<file path="src/rtl/instr_decode_pipe.sv">
// Elastic instruction-decode stage: splits the packed word into fields, flags illegal
// encodings, and buffers up to two entries (main + skid). ID_STATS_EN adds handshake counters.
module instr_decode_pipe #(
  parameter int               OPC_W      = 8,
  parameter int               MODE_W     = 2,
  parameter int               OPND_W     = 16,
  parameter logic [OPC_W-1:0] MAX_OPCODE = 'h3F,
  parameter int               NUM_REGS   = 16,
  localparam int              INSTR_W    = OPC_W + 2*(MODE_W+OPND_W)
) (
  input  logic               clk,
  input  logic               rst_n,
  input  logic               flush,
  input  logic               in_valid,
  output logic               in_ready,
  input  logic [INSTR_W-1:0] instruction,
  output logic               out_valid,
  input  logic               out_ready,
  output logic [OPC_W-1:0]   opcode,
  output logic [MODE_W-1:0]  mode1,
  output logic [OPND_W-1:0]  op1,
  output logic [MODE_W-1:0]  mode2,
  output logic [OPND_W-1:0]  op2,
  output logic               illegal,
`ifdef ID_STATS_EN
  input  logic               stat_clr,
  output logic [31:0]        stat_decoded,
  output logic [31:0]        stat_illegal,
`endif
  output logic [1:0]         dbg_state
);

  localparam int M1_LSB = OPC_W;
  localparam int O1_LSB = OPC_W + MODE_W;
  localparam int M2_LSB = OPC_W + MODE_W + OPND_W;
  localparam int O2_LSB = OPC_W + 2*MODE_W + OPND_W;
  localparam logic [OPND_W:0] NREG = (OPND_W+1)'(NUM_REGS);

  typedef enum logic [1:0] {
    ST_EMPTY = 2'd0,
    ST_ONE   = 2'd1,
    ST_TWO   = 2'd2
  } state_t;

  state_t             r_state;
  state_t             w_state_nxt;
  logic               r_in_ready;
  logic [INSTR_W-1:0] r_main_word;
  logic [INSTR_W-1:0] r_skid_word;
  logic               r_main_ill;
  logic               r_skid_ill;

  logic               w_in_fire;
  logic               w_out_fire;
  logic               w_load_main_in;
  logic               w_load_main_skid;
  logic               w_load_skid;
  logic               w_in_illegal;

  logic [OPC_W-1:0]   w_in_opc;
  logic [MODE_W-1:0]  w_in_m1;
  logic [OPND_W-1:0]  w_in_o1;
  logic [MODE_W-1:0]  w_in_m2;
  logic [OPND_W-1:0]  w_in_o2;

  assign w_in_opc = instruction[OPC_W-1:0];
  assign w_in_m1  = instruction[M1_LSB +: MODE_W];
  assign w_in_o1  = instruction[O1_LSB +: OPND_W];
  assign w_in_m2  = instruction[M2_LSB +: MODE_W];
  assign w_in_o2  = instruction[O2_LSB +: OPND_W];

  // Only register-mode operands are range-checked against the register file.
  assign w_in_illegal = (w_in_opc > MAX_OPCODE)
                      | ((w_in_m1 == '0) & ({1'b0, w_in_o1} >= NREG))
                      | ((w_in_m2 == '0) & ({1'b0, w_in_o2} >= NREG));

  assign in_ready   = r_in_ready;
  assign out_valid  = (r_state != ST_EMPTY);
  assign w_in_fire  = in_valid & r_in_ready;
  assign w_out_fire = out_valid & out_ready;
  assign dbg_state  = r_state;

  // Valid/ready: a word moves when valid and ready are both high at a posedge; while
  // out_valid is high and out_ready low, the outputs hold. in_ready is a registered !skid_full.
  always_comb begin
    w_state_nxt      = r_state;
    w_load_main_in   = 1'b0;
    w_load_main_skid = 1'b0;
    w_load_skid      = 1'b0;
    if (flush) begin
      w_state_nxt = ST_EMPTY;
    end else begin
      case (r_state)
        ST_EMPTY: begin
          if (w_in_fire) begin
            w_state_nxt    = ST_ONE;
            w_load_main_in = 1'b1;
          end
        end
        ST_ONE: begin
          if (w_in_fire && w_out_fire) begin
            w_load_main_in = 1'b1;
          end else if (w_out_fire) begin
            w_state_nxt = ST_EMPTY;
          end else if (w_in_fire) begin
            w_state_nxt = ST_TWO;
            w_load_skid = 1'b1;
          end
        end
        ST_TWO: begin
          if (w_out_fire) begin
            w_state_nxt      = ST_ONE;
            w_load_main_skid = 1'b1;
          end
        end
        default: w_state_nxt = ST_EMPTY;
      endcase
    end
  end

  always_ff @(posedge clk) begin
    if (!rst_n) begin
      r_state     <= ST_EMPTY;
      r_in_ready  <= 1'b1;
      r_main_word <= '0;
      r_main_ill  <= 1'b0;
      r_skid_word <= '0;
      r_skid_ill  <= 1'b0;
    end else begin
      r_state    <= w_state_nxt;
      r_in_ready <= (w_state_nxt != ST_TWO);
      if (w_load_main_in) begin
        r_main_word <= instruction;
        r_main_ill  <= w_in_illegal;
      end else if (w_load_main_skid) begin
        r_main_word <= r_skid_word;
        r_main_ill  <= r_skid_ill;
      end
      if (w_load_skid) begin
        r_skid_word <= instruction;
        r_skid_ill  <= w_in_illegal;
      end
    end
  end

  assign opcode  = r_main_word[OPC_W-1:0];
  assign mode1   = r_main_word[M1_LSB +: MODE_W];
  assign op1     = r_main_word[O1_LSB +: OPND_W];
  assign mode2   = r_main_word[M2_LSB +: MODE_W];
  assign op2     = r_main_word[O2_LSB +: OPND_W];
  assign illegal = r_main_ill;

`ifdef ID_STATS_EN
  logic [31:0] r_stat_decoded;
  logic [31:0] r_stat_illegal;

  // Counters survive flush; stat_clr wins over a coincident increment.
  always_ff @(posedge clk) begin
    if (!rst_n) begin
      r_stat_decoded <= '0;
      r_stat_illegal <= '0;
    end else if (stat_clr) begin
      r_stat_decoded <= '0;
      r_stat_illegal <= '0;
    end else if (w_out_fire) begin
      r_stat_decoded <= r_stat_decoded + 32'd1;
      if (r_main_ill) r_stat_illegal <= r_stat_illegal + 32'd1;
    end
  end

  assign stat_decoded = r_stat_decoded;
  assign stat_illegal = r_stat_illegal;
`endif

endmodule

</file>
<file path="config.mk">
export PLATFORM = sky130hd
export DESIGN_NAME = instr_decode_pipe
export DESIGN_NICKNAME = d
export VERILOG_FILES = /design/src/rtl/instr_decode_pipe.sv
export SDC_FILE = /design/constraint.sdc
export NUM_CORES = 1
export LEC_CHECK = 0
export CORE_ASPECT_RATIO = 0.8
export CORE_MARGIN = 8
export CORE_UTILIZATION = 25
export DETAILED_ROUTE_END_ITERATION = 12
export HOLD_SLACK_MARGIN = 0.08
export SLEW_MARGIN = 10
export SYNTH_ARGS = -nofsm -noshare
export SYNTH_HDL_FRONTEND = slang
export SYNTH_SLANG_ARGS = --single-unit
</file>
<file path="constraint.sdc">
create_clock -name clk -period 2 [get_ports clk]
set_input_delay 0.2 -clock clk [delete_from_list [all_inputs] [get_ports clk]]
set_output_delay 0.2 -clock clk [all_outputs]
set_load 0.005 [all_outputs]
</file>
# Word-level counts from Yosys, hierarchy flattened
# Index checks and enable logic that the tools add are counted.
# W data, S select, Z words.
# classes
order_cmp	3
eq_ne	3
mux	22
bitwise	6
reduce_logical	6
# ops
cell	n
$mux W44	2
$ge A16 B5 Y1 const B	2
$mux W1	12
$mux W2	6
$gt A8 B6 Y1 const B	1
$logic_not A2 Y1	3
$pmux W2 S3	1
$and A1 B1 Y1	4
$reduce_bool A2 Y1	2
$eq A2 B1 Y1 const B	1
$eq A2 B2 Y1 const B	1
$ne A2 B2 Y1 const B	1
$or A1 B1 Y1	2
$pmux W1 S2	1
$logic_and A1 B1 Y1	1
# totals
register_bits	93
out_inout_bits	49
elab_cells	46

# Depth between registers and ports, before layout
# Gate-level depths: netlist of the first run.
# depth
word_depth	7
depth_mapped	6
mapped_depth_nobuf	4

# Worst setup path before layout of the first run
# Ideal clock, no wire load.
# synth_path
kind	reg2reg
start	register r_state[1], in the netlist dbg_state[1]
end	register r_main_word[0]
setup_ps	123
t_arrival_ps	1314
path_slack_ps	563
path_stages_with_launch	7
path_buffers	2
synth_period_minus_slack_ps	1437
path_cell_list	dfxtp_1 and4bb_4 and2_1 buf_6 buf_6 a22oi_1 a21boi_1
# synth_via
elab_chain_cells	7
elab_cells_between_ends	14
# synth_rtl
item	line_no	text
start, declared	45	state_t r_state;
start signal, assigned	130	r_state <= w_state_nxt;
$reduce_bool A2 Y1	78	assign out_valid = (r_state != ST_EMPTY);
$and A1 B1 Y1	80	assign w_out_fire = out_valid & out_ready;
$logic_and A1 B1 Y1	101	if (w_in_fire && w_out_fire) begin
$mux W1	101	
$pmux W1 S2	93	case (r_state)
$mux W1	90	if (flush) begin
$mux W44 / $reduce_bool A2 Y1 (equally long branches)	--	
end signal, assigned	133	r_main_word <= instruction;
end signal, assigned	136	r_main_word <= r_skid_word;
end, declared	48	logic [INSTR_W-1:0] r_main_word;
# Several ways; a longest one is shown, not always the timed one.
# A chain may end at the register's enable or synchronous reset.

# Worst setup path after layout of the first run
# layout_path
start	register r_state[1], in the netlist dbg_state[1]
end	output port out_valid
# layout_via
elab_chain_cells	1
# layout_rtl
item	line_no	text
$reduce_bool A2 Y1	78	
end, declared	17	output logic out_valid,
# No other way between the ends.

==> impl_metrics.csv, run 1 <==
group,metric,value,unit
status,status,"finished, final reports clean",
yosys,syn_area,0.00384,mm^2
power,power,0.00396,W
power,seq_power_share,0.490,
power,power_frac_clock,0.399,
timing,skew,0.00613,ns
die,chipHeight,127,um
yosys,synth_seq_cells,93,
power,p_leak,1.73,nW
finish,antenna_cells,0,
timing,period_needed,1.67,ns
clocking,clock_path_buffers,2,
grt,antenna_found_initial,0,
power,p_comb_frac,0.111,
place,hpwl,7410,um
detailed_routing,wl_per_cell,15.3,um
timing,worst_slack,0.332,ns
clocking,postCtsSetupRepairBufs,0,
grt,grtUsageTotal,0.114,
setup_path,cp-end-kind,"primary output",
yosys,netlist_instances,427,
die,die_w,155,um
setup_path,arrival,1.47,ns
detailed_routing,drt-initial-drc-count,249,
timing,min_period_over_period,0.834,
grt,grt_max_degree,54,
timing,finalSetupTns,0,ns
detailed_routing,vias,3296,
die,coreArea,0.0150,mm^2
detailed_routing,firstDrtPassIters,4,
clocking,cts_repair_resize_count,0,
setup_path,timing_worst_setup_path_type,"flop to primary output",
yosys,syn_nets,476,
timing,slew_headroom,0.697,
power,p_sw_frac,0.232,
yosys,synth_seq_area_share,0.485,
die,initial_core_util,0.256,
timing,rsz0062_at_grt,"false",
finish,layout.nets,563,
die,ios,98,
yosys,avgSynthCellArea,8.99,um^2
timing,whs,0.198,ns
detailed_routing,vias_per_cell,4.66,
setup_path,cp-start-kind,"flop",
setup_path,crit_fanout,9,
finish,regArea,0.00186,mm^2
job,cap_violations,0,
power,peakVddDrop,0.362,mV
grt,grt.overflow.total,0,
place,numPortBuffers,97,
grt,grt_pass1_wl,17800,um
detailed_routing,wirelength,10800,um
timing,setup_viol,0,
detailed_routing,ant_nets,0,
timing,max_freq,0.600,GHz
timing,final_hold_viol_count,0,
yosys,yosys_warnings,0,
setup_path,required,1.80,ns
finish,layout_commonest_cell,"nand2_1",
timing,drv_slew,0,
power,p_int,0.00304,W
place,gp_congestion,0.737,
place,dp_slack,0.0413,ns
clocking,cts_tree,"done",
clocking,root_buffer,"clkbuf_16",
timing,tightest_slew,0.454,ns
finish,final_cell_mix,"nand2_1 (134), clkdlybuf4s50_1 (96), dfxtp_1 (93)",
finish,synthToLayoutAreaGrowth,36.3,%
yosys,synth_cell_types,31,
worst_hold_path,hold_path.class,"primary input to flop",
clocking,h-tree-depth,3,
finish,drive_gt1_frac,0.0674,
clocking,clk_latency,0.34,ns
detailed_routing,drc,0,
grt,grt_pass1_vias,3381,
finish,multi_input_area,0.00175,mm^2
finish,fillers,1523,
clocking,cts_made_buffers,9,
clocking,clk_pin_slew,0.06,ns
clocking,ctsHoldBuffers,0,
die,rows,40,
clocking,cts_sinks,93,
die,die-area,0.0196,mm^2
power,power.switching,0.000919,W
power,power_density,756,mW/mm^2
logic make-up after synthesis:
family	count (synthesis)	share of synthesized area
muxes	3	0.00815
DFF	93	0.485
AOI/OAI and AO/OA	140	0.274
buffers and inverters	33	0.0610
and+or+nand+nor	158	0.172
final cells by class:
class / instances / area share
sequential: 93 / 0.356
multi-input combinational: 301 / 0.334
tap: 189 / 0.0452
clock buffer: 12 / 0.0471
clock inverter: 4 / 0.00454
timing repair buffer: 109 / 0.214
worst paths after layout:
check                              startpoint                     endpoint  slack, ns  cells after the start
hold reg to reg   r_main_word[4]$_SDFFE_PN0P_  r_main_word[4]$_SDFFE_PN0P_       0.45                      2
setup / recovery      dbg_state[1]$_SDFF_PN0_                    out_valid       0.33                      2
hold / removal                          rst_n      dbg_state[1]$_SDFF_PN0_       0.20                      3
setup reg to reg      dbg_state[1]$_SDFF_PN0_  r_main_word[5]$_SDFFE_PN0P_       0.38                      5
metrics by stage:
stage | util | cells | area, um^2
global route | 0.349 | 708 | 5230
global placement | 0.331 | 692 | 4960
detailed placement | 0.331 | 692 | 4960
floorplan | - | 427 | 3840
CTS | 0.349 | 708 | 5230
finish | 0.349 | 708 | 5230
layer usage:
| metal | track usage | routed length [um] | part of all wire |
|---|---|---|---|
| met2 | 0.179 | 4860 | 0.45 |
| met3 | 0.0448 | 645 | 0.060 |
| met1 | 0.139 | 5160 | 0.48 |
| met4 | 0.0380 | 143 | 0.013 |
| met5 | 0 | 0 | 0 |
critical path, cell delays in order, from the launching register on:
cell             delay (ns)
dfxtp_1                0.38
or2_2                  0.30
clkdlybuf4s50_1        0.45
state kept, by name (all words and copies together), names as in the netlist:
signal,flops
r_skid_word,44
in_ready,1
r_main_word,44
r_skid_ill,1
illegal,1
dbg_state,2
synth_stat cells:
| master | instances | area [um^2] |
|---|---|---|
| a21boi_0 | 30 | 225 |
| a21boi_1 | 58 | 435 |
| a21oi_1 | 2 | 10.0 |
| a21oi_4 | 1 | 16.3 |
| a22oi_1 | 44 | 330 |
| a32oi_1 | 1 | 8.76 |
| and2_1 | 2 | 12.5 |
| and4bb_1 | 1 | 12.5 |
| and4bb_4 | 1 | 16.3 |
| buf_2 | 4 | 20.0 |
| buf_4 | 2 | 15.0 |
| buf_6 | 13 | 146 |
| clkbuf_1 | 14 | 52.6 |
| dfxtp_1 | 93 | 1860 |
| mux2_2 | 1 | 11.3 |
| mux2i_1 | 2 | 20.0 |
| nand2_1 | 134 | 503 |
| nand2_2 | 1 | 6.26 |
| nand2b_1 | 2 | 12.5 |
| nand3_1 | 2 | 10.0 |
| nand4_1 | 1 | 6.26 |
| nor2_1 | 3 | 11.3 |
| nor2b_1 | 1 | 6.26 |
| nor3_1 | 1 | 5.00 |
| nor3b_1 | 1 | 7.51 |
| nor4_1 | 6 | 37.5 |
| o21a_1 | 1 | 7.51 |
| o21ai_0 | 2 | 10.0 |
| o22a_1 | 1 | 8.76 |
| or2_2 | 1 | 6.26 |
| or3_1 | 1 | 6.26 |
power groups by stage:
stage          sequential, W  combinational (W)  clock [W]
2_1_floorplan        0.00198           0.000185          0
3_3_place_gp         0.00198           0.000443          0
3_5_place_dp         0.00198           0.000447          0
4_1_cts              0.00194           0.000449    0.00164
5_1_grt              0.00194           0.000479    0.00173
6_report             0.00194           0.000441    0.00158
Note: power is estimated with default switching activity, not from simulation.
==> run 2, diff against run 1 <==
==> constraint.sdc (replaced) <==
create_clock -name clk -period 1.5 [get_ports clk]
set_input_delay 0.15 -clock clk [delete_from_list [all_inputs] [get_ports clk]]
set_output_delay 0.15 -clock clk [all_outputs]
set_load 0.005 [all_outputs]
==> impl_metrics.csv, run 2 (synthesis results as in run 1) <==
group,metric,value,unit
status,status,"finished, final reports clean",
clocking,cts_sinks,93,
finish,layout.nets,598,
power,power_frac_clock,0.426,
timing,tightest_slew,0.474,ns
grt,grtUsageTotal,0.115,
finish,drive_gt1_frac,0.130,
setup_path,arrival,1.29,ns
power,power_density,1010,mW/mm^2
grt,gr-usage-met3,0.0478,
worst_hold_path,min_from,"rst_n",
worst_hold_path,holdPathEnd,"r_skid_ill$_SDFFE_PN0P_",
die,chipHeight,127,um
power,peakVddDrop,0.483,mV
detailed_routing,drc,0,
die,rows,40,
timing,setup_viol,0,
detailed_routing,wirelength,11300,um
power,p_sw_frac,0.217,
timing,worst_slack,0.0594,ns
power,p_comb_frac,0.117,
clocking,cts_made_buffers,9,
timing,rsz0062_at_grt,"false",
finish,final_cell_mix,"nand2_1 (134), clkdlybuf4s50_1 (94), dfxtp_1 (91)",
setup_path,critPathSlowestCell,"dfxtp_2",
finish,synthToLayoutAreaGrowth,45.4,%
finish,fillers,1483,
timing,min_period_over_period,0.960,
timing,skew,0.00392,ns
worst_hold_path,worst_hold_path.num_cells,3,
setup_path,reg2reg_from,"dbg_state[1]$_SDFF_PN0_",
detailed_routing,firstDrtPassIters,4,
detailed_routing,drt-initial-drc-count,160,
finish,fin_cells,741,
place,hpwl,7750,um
power,power,0.00566,W
setup_path,cp-end-kind,"primary output",
die,die_w,155,um
die,die-area,0.0196,mm^2
worst_hold_path,hold_path.class,"primary input to flop",
place,gp_congestion,0.737,
die,coreArea,0.0150,mm^2
clocking,root_buffer,"clkbuf_16",
grt,grt_pass1_wl,17900,um
clocking,clk_latency,0.34,ns
finish,layout_commonest_cell,"nand2_1",
timing,drv_slew,0,
power,p_int,0.00443,W
job,cap_violations,0,
place,dp_slack,-0.272,ns
grt,use_met1,0.143,
grt,grt_max_degree,57,
die,initial_core_util,0.256,
power,p_leak,1.94,nW
clocking,ctsHoldBuffers,0,
grt,use_met2,0.179,
power,power.switching,0.00123,W
setup_path,path_cells,"buf_4, or2_2, clkdlybuf4s15_1",
clocking,clk_pin_slew,0.06,ns
power,seq_power_share,0.456,
setup_path,crit_fanout,7,
setup_path,r2r-end,"r_skid_word[34]$_SDFFE_PN0P_",
detailed_routing,vias,3435,
setup_path,timing_worst_setup_path_type,"flop to primary output",
detailed_routing,ant_nets,0,
clocking,clock_path_buffers,2,
detailed_routing,vias_per_cell,4.64,
grt,grt.overflow.total,0,
setup_path,r2r_slack,0.10,ns
timing,period_needed,1.44,ns
timing,slew_headroom,0.684,
grt,antenna_found_initial,0,
timing,max_freq,0.694,GHz
place,numPortBuffers,97,
setup_path,ff2ff_path_depth,5,
place,dpl.cell_count,726,
setup_path,cp-start-kind,"flop",
grt,top_usage_layer,"met2",
clocking,h-tree-depth,3,
die,ios,98,
setup_path,required,1.35,ns
detailed_routing,wl_per_cell,15.2,um
finish,antenna_cells,0,
clocking,cts_tree,"done",
grt,grt_pass1_vias,3466,
timing,final_hold_viol_count,0,
setup_path,cpPeakStageDelay,0.33,ns
==> run 2: final cells by class <==
| class | instances | area (um^2) | area share |
|---|---|---|---|
| clock inverters | 4 | 73.8 | 0.0132 |
| well taps | 189 | 236 | 0.0424 |
| repair buffers | 144 | 1420 | 0.254 |
| multi-input cells | 301 | 1750 | 0.314 |
| flip-flops and latches | 93 | 1860 | 0.334 |
| clock buffers | 10 | 239 | 0.0428 |
==> run 2: worst max-delay path, delay by kind of cell (launching register included) <==
kind | cells | cell delay, ns
flops | 1 | 0.33
buf+inv | 2 | 0.36
simple gates | 1 | 0.26
==> run 2: metal layers <==
metal | vias to the layer above | part of all wire
met5 | - | 0
met4 | 0 | 0.0071
met3 | 8 | 0.068
met2 | 88 | 0.44
met1 | 1619 | 0.48
li1 | 1720 | -
==> run 2: worst max-delay path by stage <==
stage                            start  cells past startpoint                            to
6_report       dbg_state[1]$_SDFF_PN0_                      3                     out_valid
5_1_grt        dbg_state[1]$_SDFF_PN0_                      3                     out_valid
4_1_cts        dbg_state[1]$_SDFF_PN0_                      5  r_main_word[22]$_SDFFE_PN0P_
3_5_place_dp                     flush                      6  r_main_word[22]$_SDFFE_PN0P_
3_3_place_gp           instruction[39]                      6          illegal$_SDFFE_PN0P_
2_1_floorplan  dbg_state[1]$_SDFF_PN0_                      6   r_main_word[0]$_SDFFE_PN0P_
==> run 2: per-stage QoR <==
stage | TNS (ns) | util | hold slack [ns] | instance area, um^2
floorplan | 0 | - | 0.229 | 3840
global placement | -14.10 | 0.348 | 0.440 | 5230
detailed placement | -15.48 | 0.348 | 0.445 | 5230
CTS | 0 | 0.370 | 0.158 | 5550
global route | 0 | 0.372 | 0.174 | 5580
finish | 0 | 0.372 | 0.166 | 5580
==> run 2: power by group through the flow <==
stage	combinational (W)	sequential [W]	clock [W]
2_1_floorplan	0.000247	0.00264	0
3_3_place_gp	0.000651	0.00264	0
3_5_place_dp	0.000658	0.00264	0
4_1_cts	0.000660	0.00258	0.00249
5_1_grt	0.000720	0.00259	0.00260
6_report	0.000665	0.00258	0.00241
==> run 2: repair_timing <==
item	4_1_cts	5_1_grt
gates cloned	0	1
pin swaps	0	0
resized for setup	6	5
endpoints found under the setup margin	3	7
setup buffers	0	0
